[src/rtl/cpu_pkg.sv]
// Shared op-code definitions for the operand stack and the CPU decoder.
package cpu_pkg;

  typedef enum logic [2:0] {
    OpNop  = 3'b000,
    OpPush = 3'b001,
    OpPop  = 3'b010,
    OpRepl = 3'b011,
    OpBin  = 3'b100,
    OpDup  = 3'b101,
    OpSwap = 3'b110,
    OpOver = 3'b111
  } op_e;

  localparam logic [2:0] OP_NOP  = 3'b000;
  localparam logic [2:0] OP_PUSH = 3'b001;
  localparam logic [2:0] OP_POP  = 3'b010;
  localparam logic [2:0] OP_REPL = 3'b011;
  localparam logic [2:0] OP_BIN  = 3'b100;
  localparam logic [2:0] OP_DUP  = 3'b101;
  localparam logic [2:0] OP_SWAP = 3'b110;
  localparam logic [2:0] OP_OVER = 3'b111;

endpackage

[src/rtl/stack_mem.sv]
// Storage for stack entries below the top two; one write port, one async read port.
module stack_mem #(
  parameter int unsigned WIDTH    = 16,
  parameter int unsigned MemDepth = 14,
  parameter int unsigned AddrW    = 4
) (
  input  logic             i_clock,
  input  logic             i_we,
  input  logic [AddrW-1:0] i_waddr,
  input  logic [WIDTH-1:0] i_wdata,
  input  logic [AddrW-1:0] i_raddr,
  output logic [WIDTH-1:0] o_rdata
);

  logic [WIDTH-1:0] mem_q [MemDepth];

  always_ff @(posedge i_clock) begin
    if (i_we) begin
      mem_q[i_waddr] <= i_wdata;
    end
  end

  // Addresses past the array only occur when the caller ignores the data.
  always_comb begin
    o_rdata = '0;
    if (int'(i_raddr) < int'(MemDepth)) begin
      o_rdata = mem_q[i_raddr];
    end
  end

endmodule

[src/rtl/param_stack.sv]
// Operand stack: top/next in registers, deeper entries in stack_mem.
module param_stack
  import cpu_pkg::*;
#(
  parameter int unsigned WIDTH = 16,
  parameter int unsigned DEPTH = 16
) (
  input  logic                       i_clock,
  input  logic                       i_reset_n,
  input  logic [2:0]                 i_op,
  input  logic [WIDTH-1:0]           i_data,
  input  logic                       i_clr_err,
  output logic [WIDTH-1:0]           o_top,
  output logic [WIDTH-1:0]           o_next,
  output logic [$clog2(DEPTH+1)-1:0] o_count,
  output logic                       o_empty,
  output logic                       o_full,
  output logic                       o_error
);

  localparam int unsigned CntW     = $clog2(DEPTH + 1);
  localparam int unsigned MemDepth = (DEPTH > 2) ? DEPTH - 2 : 1;
  localparam int unsigned AddrW    = (MemDepth > 1) ? $clog2(MemDepth) : 1;

  logic [WIDTH-1:0] top_q, top_d, next_q, next_d;
  logic [CntW-1:0]  count_q, count_d;
  logic             err_q, err_d;

  logic             legal;
  logic             mem_we;
  logic [CntW-1:0]  wr_ptr, rd_ptr;
  logic [WIDTH-1:0] rd_data, third;
  op_e              op;

  assign wr_ptr = count_q - CntW'(2);
  assign rd_ptr = count_q - CntW'(3);
  assign third  = (count_q >= CntW'(3)) ? rd_data : '0;

  always_comb begin
    op      = op_e'(i_op);
    legal   = 1'b1;
    top_d   = top_q;
    next_d  = next_q;
    count_d = count_q;
    mem_we  = 1'b0;
    unique case (op)
      OpNop:  legal = 1'b1;
      OpPush: legal = (count_q < CntW'(DEPTH));
      OpPop:  legal = (count_q >= CntW'(1));
      OpRepl: legal = (count_q >= CntW'(1));
      OpBin:  legal = (count_q >= CntW'(2));
      OpDup:  legal = (count_q >= CntW'(1)) && (count_q < CntW'(DEPTH));
      OpSwap: legal = (count_q >= CntW'(2));
      OpOver: legal = (count_q >= CntW'(2)) && (count_q < CntW'(DEPTH));
    endcase
    if (legal) begin
      unique case (op)
        OpNop: ;
        OpPush: begin
          top_d   = i_data;
          next_d  = top_q;
          count_d = count_q + CntW'(1);
          mem_we  = (count_q >= CntW'(2));
        end
        OpPop: begin
          top_d   = next_q;
          next_d  = third;
          count_d = count_q - CntW'(1);
        end
        OpRepl: top_d = i_data;
        OpBin: begin
          top_d   = i_data;
          next_d  = third;
          count_d = count_q - CntW'(1);
        end
        OpDup: begin
          next_d  = top_q;
          count_d = count_q + CntW'(1);
          mem_we  = (count_q >= CntW'(2));
        end
        OpSwap: begin
          top_d  = next_q;
          next_d = top_q;
        end
        OpOver: begin
          top_d   = next_q;
          next_d  = top_q;
          count_d = count_q + CntW'(1);
          mem_we  = (count_q >= CntW'(2));
        end
      endcase
    end
    // A violation on the same edge as a clear wins.
    err_d = (err_q & ~i_clr_err) | ~legal;
  end

  always_ff @(posedge i_clock) begin
    if (!i_reset_n) begin
      top_q   <= '0;
      next_q  <= '0;
      count_q <= '0;
      err_q   <= 1'b0;
    end else begin
      top_q   <= top_d;
      next_q  <= next_d;
      count_q <= count_d;
      err_q   <= err_d;
    end
  end

  stack_mem #(
    .WIDTH   (WIDTH),
    .MemDepth(MemDepth),
    .AddrW   (AddrW)
  ) u_stack_mem (
    .i_clock(i_clock),
    .i_we   (mem_we & i_reset_n),
    .i_waddr(wr_ptr[AddrW-1:0]),
    .i_wdata(next_q),
    .i_raddr(rd_ptr[AddrW-1:0]),
    .o_rdata(rd_data)
  );

  assign o_top   = top_q;
  assign o_next  = next_q;
  assign o_count = count_q;
  assign o_empty = (count_q == '0);
  assign o_full  = (count_q == CntW'(DEPTH));
  assign o_error = err_q;

endmodule

[config.mk]
export PLATFORM = sky130hd
export DESIGN_NAME = param_stack
export DESIGN_NICKNAME = d
export VERILOG_FILES = /design/src/rtl/cpu_pkg.sv /design/src/rtl/stack_mem.sv /design/src/rtl/param_stack.sv
export SDC_FILE = /design/constraint.sdc
export NUM_CORES = 1
export LEC_CHECK = 0
export CAP_MARGIN = 30
export CORE_UTILIZATION = 54
export DETAILED_ROUTE_END_ITERATION = 8
export PLACE_DENSITY = 0.75
export SLEW_MARGIN = 25
export SYNTH_ARGS = -nofsm -noshare
export SYNTH_HDL_FRONTEND = slang
export SYNTH_SLANG_ARGS = --single-unit
export TNS_END_PERCENT = 1
[constraint.sdc]
create_clock -name i_clock -period 3.7 [get_ports i_clock]
set_clock_uncertainty 0.2 [all_clocks]
set_input_delay 1.11 -clock i_clock [delete_from_list [all_inputs] [get_ports i_clock]]
set_output_delay 1.11 -clock i_clock [all_outputs]
set_load 0.01 [all_outputs]
==> run summary, run 1 <==
hold buffer count at CTS -> 0
largest net degree at the start of global routing -> 63
sequential fraction of the synthesis area -> 69.2%
Post-Synthesis Net Count -> 820
FF-to-FF End -> o_next[13]$_SDFFE_PN0P_
mean post-synth cell area -> 13.7 um2
synth unique cells -> 48
DRT iter0 DRCs -> 938
Pint -> 7.07 mW
Reg2Reg Launch Point -> o_count[1]$_SDFFE_PN0P_
dpl hpwl -> 18.7 mm
Max-cap violations -> 0
required time worst endpoint -> 2.39 ns
Setup TNS Final -> 0 ns
leakage power -> 4.56 nW
asr flop ratio synth -> 0%
Die Ht -> 144 um
DR vias -> 7310
final-report setup violation count -> 0
switching power -> 4.26 mW
largest area contributor in the netlist -> edfxtp_1
Synth area leaders -> edfxtp_1, dfxtp_1, mux4_2
combinational share of power -> 40.8%
vias in the first global route -> 7207
Power Dens Cells -> 869 mW/mm2
initial antenna violation count -> 0
Post-Syn Area -> 0.0108 mm2
Sw Share -> 37.6%
Post-synth EDFFs -> 224
Root Driver -> clkbuf_16
CP Launch Type -> flop
Worst Setup End Kind -> output pin
multi-input logic area -> 0.00314 mm2
# H-tree levels -> 1
Slew Limit Fails -> 0
crit path kind -> reg -> out
crit-path max FO -> 7
post-CTS sizing -> 0
RSZ-0062 raised after global routing -> false
Post-Syn Instances -> 789
first drt pass iteration count -> 6
synthesis warning total -> 0
gr ovfl total -> 0
Inserted Clock Buffers -> 26
HP Start -> o_error$_SDFF_PN0_
GRT Total Usage -> 29.0%
fmax -> 294 MHz
starting density of the core -> 55.4%
status -> finished clean
Final Critical Period -> 3.40 ns
worst hold slack -> 0.287 ns
final cycle utilization of the critical path -> 91.8%
Nets -> 914
Final Hold Viols -> 0
row count -> 51
top cell type's share of synthesized area -> 62.2%
flop-to-flop setup slack -> 0.36 ns
Post-Route WL -> 29.2 mm
top_reg_cell synth -> edfxtp_1
Placer Congestion -> 0.932
clock slew at reported path FFs -> 0.06 ns
global-route wire length before repair -> 42.9 mm
WL/cell -> 25.0 um
Relative slew margins -> 38.9%
clock sink count -> 262
# diodes -> 0
post-detailed-route count of antenna-violating nets -> 0
worst vdd ir -> 0.506 mV
Die X -> 144 um
Via density -> 6.26
core area -> 0.0195 mm2
hold depth -> 2
Clock Latency Late Sink -> 0.54 ns
Worst-Margin Slew -> 0.915 ns
clock buffer depth -> 3
Reg power frac -> 36.7%
Clock Power Share -> 22.6%
final instance area -> 0.0130 mm2
most frequent cell after synthesis -> edfxtp_1
Layout fillers -> 1375
placed cell areas -> 0.0122 mm2
register area -> 0.00749 mm2
TritonCTS clock tree -> built
cells on worst reg2reg path -> 9
Buffers on Ports -> 61
layout cell share with drive strength beyond 1 -> 14.3%
CP arrival -> 2.09 ns
IO Pins -> 62
die area -> 0.0206 mm2
Post-synth top cells -> edfxtp_1, nand2_1, nand3_1, dfxtp_1, mux2i_1
hold endpoint -> o_error$_SDFF_PN0_
Layout area overhead -> 20.4%
synthesis-stage register bit count -> 262
Post-CTS Setup Bufs -> 0
worst hold path type -> reg -> reg
DRC viols -> 0
through the flow:
stage          worst slack, ns  instances  power [mW]  util, %
6_report                 0.303       1167        11.3     66.7
3_5_place_dp           -0.0926       1120        8.67     62.4
4_1_cts                  0.294       1167        11.3     66.7
3_3_place_gp           0.00316       1118        8.53     62.2
5_1_grt                  0.179       1167        11.7     66.7
2_1_floorplan           -0.198        789        6.62        -
worst max-delay path: stages, from the launching register on:
cell             delay (ns)
dfxtp_1                0.48
inv_1                  0.19
ha_4                   0.23
and4_1                 0.20
clkdlybuf4s50_1        0.47
cell families (layout without fill, tap and decap cells):
| family | Yosys count | in the layout | synth area share (%) |
|---|---|---|---|
| DFF | 262 | 262 | 69.2 |
| and+or+nand+nor | 249 | 249 | 10.7 |
| buffers and inverters | 61 | 174 | 2.37 |
| muxes | 51 | 51 | 6.80 |
| xor gates and xnor gates | 7 | 7 | 0.636 |
| adders and majority gates | 9 | 9 | 1.04 |
| AOI/OAI and AO/OA | 150 | 150 | 9.24 |
final cells by class:
type                            count  share of cell area (%)
Clock buffer                       30                    5.26
Clock inverter                     17                    1.17
Inverter                           10                   0.288
Multi-Input combinational cell    466                    24.1
Sequential cell                   262                    57.5
Tap cell                          265                    2.55
Timing Repair Buffer              117                    9.15
registers in the layout, summed over array words and instances, names as in the netlist:
| signal | flops |
|---|---|
| o_count | 5 |
| o_error | 1 |
| o_next | 16 |
| o_top | 16 |
| u_stack_mem.mem_q | 224 |
worst max path at each step:
stage | to | from | slack, ns
floorplan | u_stack_mem.mem_q[12][0]$_DFFE_PP_ | i_op[2] | -0.20
global placement | o_next[1]$_SDFFE_PN0P_ | i_op[2] | 0.003
detailed placement | o_next[1]$_SDFFE_PN0P_ | i_op[2] | -0.09
CTS | o_full | o_count[1]$_SDFFE_PN0P_ | 0.29
global route | o_next[13]$_SDFFE_PN0P_ | o_count[1]$_SDFFE_PN0P_ | 0.18
finish | o_full | o_count[1]$_SDFFE_PN0P_ | 0.30
placed cells by master (no fill, tap or decap), types with 2 or more instances in the layout:
master,Yosys,final
mux2i_1,33,33
a32oi_1,2,2
nand4b_1,2,2
o211a_1,16,16
o21ai_0,18,18
inv_1,10,10
edfxtp_1,224,224
nor3_1,6,4
clkbuf_1,27,2
buf_4,0,43
clkdlybuf4s50_1,0,61
clkinv_1,0,5
nand4_1,3,3
xnor2_1,4,4
a21oi_1,21,21
mux4_2,18,18
clkinv_2,0,5
nand3_1,65,65
clkinv_4,0,2
bufinv_16,0,2
a31oi_1,16,16
clkinvlp_4,0,2
nand2b_1,7,7
nor2_2,1,3
a22oi_1,15,15
nor3_2,0,2
nand2_1,103,103
clkbuf_16,0,26
ha_1,9,8
buf_12,0,11
and2_1,7,7
o21ai_1,29,29
nor2_1,26,24
and3_1,22,22
clkbuf_8,0,2
a21boi_1,2,2
nor2b_1,4,4
o211ai_1,17,17
dfxtp_1,38,37
power groups by stage:
stage | combinational, mW | sequential, mW | clock [mW]
after global placement | 4.33 | 4.20 | 0
final | 4.61 | 4.15 | 2.56
after detailed placement | 4.47 | 4.19 | 0
after floorplan | 2.29 | 4.34 | 0
after CTS | 4.53 | 4.14 | 2.59
after global routing | 4.85 | 4.16 | 2.68
routing by layer:
| layer | routed length [um] | GRT usage (%) | share of wire, % |
|---|---|---|---|
| met2 | 13700 | 45.6 | 47 |
| met5 | 0 | 0 | 0 |
| met3 | 2750 | 5.76 | 9.4 |
| met1 | 11500 | 39.8 | 39 |
| met4 | 1190 | 12.0 | 4.1 |
(Power assumes the default switching activity.)
==> run 2: changes to the inputs <==
CORE_UTILIZATION = 40   (was 54)
PLACE_DENSITY = 0.58   (was 0.75)
==> run 2 against run 1 <==
Compared with the run above:
- the flow now finishes with violations (DRC)
- via count down 4.7%
- final cell count is 6.3% higher
- combinational power about the same
- sequential share of layout area shrank 0.72 points
- total power up 0.95%
- non-clock buffer count is 1 lower
- hold slack better by 0.0078 ns
- sequential cell count is the same
- fmax decreased by 0.76%
- register-to-register slack gained 0.34 ns
- count of clock-buffer cells in the layout up 5
- largest power group unchanged
==> run summary, run 2 (synthesis results as in run 1) <==
critical path, cell by cell -> inv_1 > ha_4 > and4_1 > clkdlybuf4s50_1
leakage power -> 4.60 nW (+0.80%)
leading cell type in the layout, fill and taps excluded -> edfxtp_1
Root Driver -> clkbuf_16
max reg flops -> 224 (unchanged)
vias in the first global route -> 6737 (-6.5%)
Clock Latency Late Sink -> 0.54 ns (about the same)
clock buffer depth -> 3 (unchanged)
Slew Limit Fails -> 0 (unchanged)
row count -> 59 (+16%)
WP buf/inv -> 2 (unchanged)
GRT Total Usage -> 21.4% (-7.7 points)
Worst Setup End Kind -> output pin
initial antenna violation count -> 0 (unchanged)
hold buffer count at CTS -> 0 (unchanged)
first drt pass iteration count -> 9 (+3)
core area -> 0.0263 mm2 (+35%)
Die Ht -> 166 um (+16%)
DRT iter0 DRCs -> 775 (-17%)
required time worst endpoint -> 2.39 ns (about the same)
post-detailed-route count of antenna-violating nets -> 0 (unchanged)
crit-path max FO -> 10 (+3)
worst hold path type -> reg -> reg
Layout area overhead -> 21.9%
Post-Route WL -> 29.8 mm (+2.0%)
Post-CTS Setup Bufs -> 0 (unchanged)
CP arrival -> 2.11 ns (+0.02 ns)
dpl hpwl -> 19.0 mm (+1.5%)
Placer Congestion -> 0.851 (-8.7%)
die area -> 0.0277 mm2 (+34%)
Max-cap violations -> 0 (unchanged)
Power Dens Cells -> 866 mW/mm2 (-0.31%)
worst vdd ir -> 0.452 mV (-11%)
layout cell share with drive strength beyond 1 -> 14.0% (-0.28 points)
DRC viols -> 4 (+4)
gr ovfl total -> 0 (unchanged)
WL/cell -> 24.0 um (-4.1%)
largest net degree at the start of global routing -> 79 (+25%)
Setup WS pre-CTS -> 0.141 ns (+0.234 ns)
Inserted Clock Buffers -> 28 (+7.7%)
Die X -> 166 um (+16%)
Placed Cells -> 1189 (+6.2%)
fin cells -> 1241 (+6.3%)
Reg with most FFs -> u_stack_mem.mem_q
status -> finished, violations left
worst hold slack -> 0.295 ns (+0.00783 ns)
CP Launch Type -> flop
post-CTS sizing -> 0 (unchanged)
final cycle utilization of the critical path -> 92.5% (+0.70 points)
slowest stage delay, CP -> 0.53 ns (+0.05 ns)
Worst-Margin Slew -> 0.748 ns (-0.167 ns)
crit path kind -> reg -> out
TritonCTS clock tree -> built
most frequent cells in the layout -> edfxtp_1, nand2_1, nand3_1, clkdlybuf4s50_1, buf_4
RSZ-0062 raised after global routing -> false
# diodes -> 0 (unchanged)
CP max-delay cell -> clkdlybuf4s50_1
Relative slew margins -> 50.1% (+11 points)
clock slew at reported path FFs -> 0.06 ns (about the same)
Nets -> 915 (+0.11%)
Final Hold Viols -> 0 (unchanged)
IO Pins -> 62 (unchanged)
Top Family by Delay on Critical Path -> buffers and inverters
final-report setup violation count -> 0 (unchanged)
Buffers on Ports -> 61 (unchanged)
clock sink count -> 262 (unchanged)
failing checks -> DRC
DR vias -> 6967 (-4.7%)
fin worst setup slack -> 0.277 ns (-0.0259 ns)
# H-tree levels -> 1 (unchanged)
fmax -> 292 MHz (-0.76%)
Final Critical Period -> 3.42 ns (+0.0259 ns)
global-route wire length before repair -> 43.4 mm (+1.3%)
starting density of the core -> 41.2% (-14 points)
Via density -> 5.61 (-10%)
[run 2: cell types whose count changed in the layout (fill, tap and decap cells not counted), moves of 2 or more]
cell,delta
buf_12,+5
buf_4,-4
clkbuf_1,+4
clkbuf_16,+3
clkbuf_8,-2
clkinvlp_4,-2
inv_6,+2
[run 2: where the power goes]
part	total (mW)	internal (mW)	switching, mW
logic	4.59	1.76	2.82
registers	4.14	3.84	0.300
clock network	2.70	1.57	1.13
[run 2: final cells by class]
| class | instances | area, um2 |
|---|---|---|
| clock inverters | 17 | 139 |
| clock buffers | 35 | 748 |
| inverters | 10 | 37.5 |
| repair buffers | 116 | 1220 |
| flip-flops and latches | 262 | 7490 |
| well taps | 335 | 419 |
| multi-input cells | 466 | 3140 |
| fillers | 2259 | 13100 |
[run 2: worst paths after layout]
path	slack [ns]	endpoint	startpoint	cells after the start
setup / recovery	0.28	o_full	o_count[0]$_SDFFE_PN0P_	4
hold / removal	0.29	o_error$_SDFF_PN0_	o_error$_SDFF_PN0_	2
setup reg to reg	0.70	u_stack_mem.mem_q[2][12]$_DFFE_PP_	o_count[2]$_SDFFE_PN0P_	10
hold reg to reg	0.29	o_error$_SDFF_PN0_	o_error$_SDFF_PN0_	2
[run 2: through the flow]
stage                     utilization (%)  instance area (um2)  power (mW)  setup TNS [ns]
after floorplan                         -                10800        6.62           -6.33
after global placement               46.8                12300        8.75               0
after detailed placement             46.8                12300        8.77               0
after CTS                            50.2                13200        11.5               0
after global routing                 50.2                13200        11.9               0
final                                50.2                13200        11.4               0
[run 2: per-layer routing]
metal  wire [um]  up-vias  part of all wire [%]  track usage (%)
met5           0        -                     0                0
met1       12900     3462                    43             30.4
met2       13900      263                    47             33.4
li1            -     3191                     -                -
met4         811        0                   2.7             6.20
met3        2140       51                   7.2             3.94
[run 2: worst reg2reg max path: cells and delay by family, from the launching register on]
family / cells / cell delay (ns)
buffers and inverters: 3 / 0.53
AOI/OAI and AO/OA: 2 / 0.72
DFF: 1 / 0.30
adders and majority gates: 1 / 0.32
and+or+nand+nor: 4 / 0.69
==> run 3: changes to the inputs <==
SLEW_MARGIN = not set   (was 25)
==> run 3 against run 2 <==
Compared with the run above:
- the run still ends with DRC left
- final cell count fell by 0.16%
- fmax rose by 0.14%
- wire length barely moved
- via count rose by 0.86%
- worst setup slack improved by 0.0048 ns
- sequential cell count did not move
- sequential share of layout area fell by 0.27 points
- count of clock-buffer cells in the layout fell by 5
- design area rose by 0.47%
- critical endpoint unchanged
==> run summary, run 3 (synthesis results as in run 1) <==
register area -> 0.00749 mm2 (unchanged)
Placed Cells -> 1190 (+0.084%)
clock slew at reported path FFs -> 0.06 ns (about the same)
placed cell areas -> 0.0123 mm2 (about the same)
DRC viols -> 4 (unchanged)
first drt pass iteration count -> 7 (-2)
slowest stage delay, CP -> 0.53 ns (about the same)
Top Family by Delay on Critical Path -> buffers and inverters
required time worst endpoint -> 2.39 ns (about the same)
CP Launch Type -> flop
CP max-delay cell -> clkdlybuf4s50_1
Root Driver -> clkbuf_16
largest net degree at the start of global routing -> 79 (unchanged)
DRT iter0 DRCs -> 769 (-0.77%)
Layout area overhead -> 22.5%
Die Ht -> 166 um (unchanged)
layout cell share with drive strength beyond 1 -> 14.5% (+0.47 points)
Post-Route WL -> 29.8 mm (about the same)
clock sink count -> 262 (unchanged)
TritonCTS clock tree -> built
failing checks -> DRC
initial antenna violation count -> 0 (unchanged)
multi-input logic area -> 0.00313 mm2 (about the same)
worst vdd ir -> 0.456 mV (+0.84%)
Post-CTS Setup Bufs -> 0 (unchanged)
Clock Power Share -> 24.8% (+1.2 points)
gr ovfl total -> 0 (unchanged)
final cycle utilization of the critical path -> 92.4% (-0.13 points)
global-route wire length before repair -> 43.7 mm (+0.70%)
Reg power frac -> 35.7% (-0.5 points)
Pint -> 7.37 mW (+2.7%)
WP buf/inv -> 2 (unchanged)
vias in the first global route -> 6735 (-0.030%)
max reg flops -> 224 (unchanged)
Die X -> 166 um (unchanged)
Final Critical Period -> 3.42 ns (-0.00478 ns)
leakage power -> 4.63 nW (+0.52%)
Setup TNS Final -> 0 ns (unchanged)
RSZ-0062 raised after global routing -> false
Clock Latency Late Sink -> 0.54 ns (about the same)
fmax -> 293 MHz (+0.14%)
final instance area -> 0.0133 mm2 (+0.47%)
# diodes -> 0 (unchanged)
worst hold path type -> reg -> reg
Via density -> 5.67 (+1.0%)
Power Dens Cells -> 876 mW/mm2 (+1.1%)
Nets -> 915 (unchanged)
core area -> 0.0263 mm2 (unchanged)
hold buffer count at CTS -> 0 (unchanged)
status -> finished, violations left
Sw Share -> 36.6% (-0.64 points)
leading cell type in the layout, fill and taps excluded -> edfxtp_1
crit path kind -> reg -> out
Slew Limit Fails -> 0 (unchanged)
power after layout -> 11.6 mW (+1.6%)
starting density of the core -> 41.2% (unchanged)
Relative slew margins -> 52.9% (+2.8 points)
die area -> 0.0277 mm2 (unchanged)
final-report setup violation count -> 0 (unchanged)
Worst-Margin Slew -> 0.705 ns (-0.0433 ns)
switching power -> 4.25 mW (-0.11%)
CP arrival -> 2.11 ns (about the same)
critical path, cell by cell -> inv_1 > ha_4 > and4_1 > clkdlybuf4s50_1
Layout fillers -> 2249 (-0.44%)
worst hold slack -> 0.287 ns (-0.00759 ns)
post-detailed-route count of antenna-violating nets -> 0 (unchanged)
row count -> 59 (unchanged)
Setup WS pre-CTS -> 0.194 ns (+0.0532 ns)
most frequent cells in the layout -> edfxtp_1, nand2_1, nand3_1, clkdlybuf4s50_1, buf_4
fin cells -> 1239 (-0.16%)
Buffers on Ports -> 61 (unchanged)
fin util -> 50.4% (+0.24 points)
# H-tree levels -> 1 (unchanged)
WL/cell -> 24.0 um (about the same)
crit-path max FO -> 10 (unchanged)
Final Hold Viols -> 0 (unchanged)
post-CTS sizing -> 0 (unchanged)
fin worst setup slack -> 0.282 ns (+0.00478 ns)
Inserted Clock Buffers -> 27 (-3.6%)
Reg with most FFs -> u_stack_mem.mem_q
dpl hpwl -> 19.1 mm (+0.78%)
GRT Total Usage -> 21.5% (+0.12 points)
DR vias -> 7027 (+0.86%)
Placer Congestion -> 0.851 (unchanged)
Worst Setup End Kind -> output pin
Max-cap violations -> 0 (unchanged)
clock buffer depth -> 3 (unchanged)
IO Pins -> 62 (unchanged)
combinational share of power -> 39.5% (-0.6 points)
-- run 3: per-layer routing --
| metal | GRT usage, % | part of all wire [%] | up-vias | routed length [um] |
|---|---|---|---|---|
| met5 | 0 | 0 | - | 0 |
| met4 | 5.35 | 2.2 | 0 | 655 |
| met3 | 3.30 | 6.6 | 42 | 1960 |
| met2 | 34.4 | 47 | 248 | 14000 |
| met1 | 30.7 | 44 | 3551 | 13200 |
| li1 | - | - | 3186 | - |
-- run 3: final timing paths --
kind	from	slack, ns	cells past startpoint	end
worst max-delay path	o_count[0]$_SDFFE_PN0P_	0.28	4	o_full
worst min register to register	o_error$_SDFF_PN0_	0.29	2	o_error$_SDFF_PN0_
worst min-delay path	o_error$_SDFF_PN0_	0.29	2	o_error$_SDFF_PN0_
worst max register to register	o_count[2]$_SDFFE_PN0P_	0.74	10	u_stack_mem.mem_q[2][12]$_DFFE_PP_
-- run 3: area by class of cell --
type | instances | share of cell area [%]
Tap cell | 335 | 3.16
Clock buffer | 30 | 5.18
Multi-Input combinational cell | 466 | 23.6
Clock inverter | 19 | 1.92
Sequential cell | 262 | 56.5
Inverter | 10 | 0.283
Timing Repair Buffer | 117 | 9.32
-- run 3: power groups by stage --
stage               Combinational (mW)  Clock [mW]  Sequential [mW]
global route                      4.92        3.04             4.16
global placement                  4.55           0             4.21
detailed placement                4.59           0             4.20
floorplan                         2.29           0             4.34
CTS                               4.60        2.93             4.15
finish                            4.59        2.88             4.14
-- run 3: worst min-delay path, cell delays in order (launching register included) --
cell and delay, ns:
dfxtp_1 0.31, nand2b_1 0.06, a21boi_0 0.07
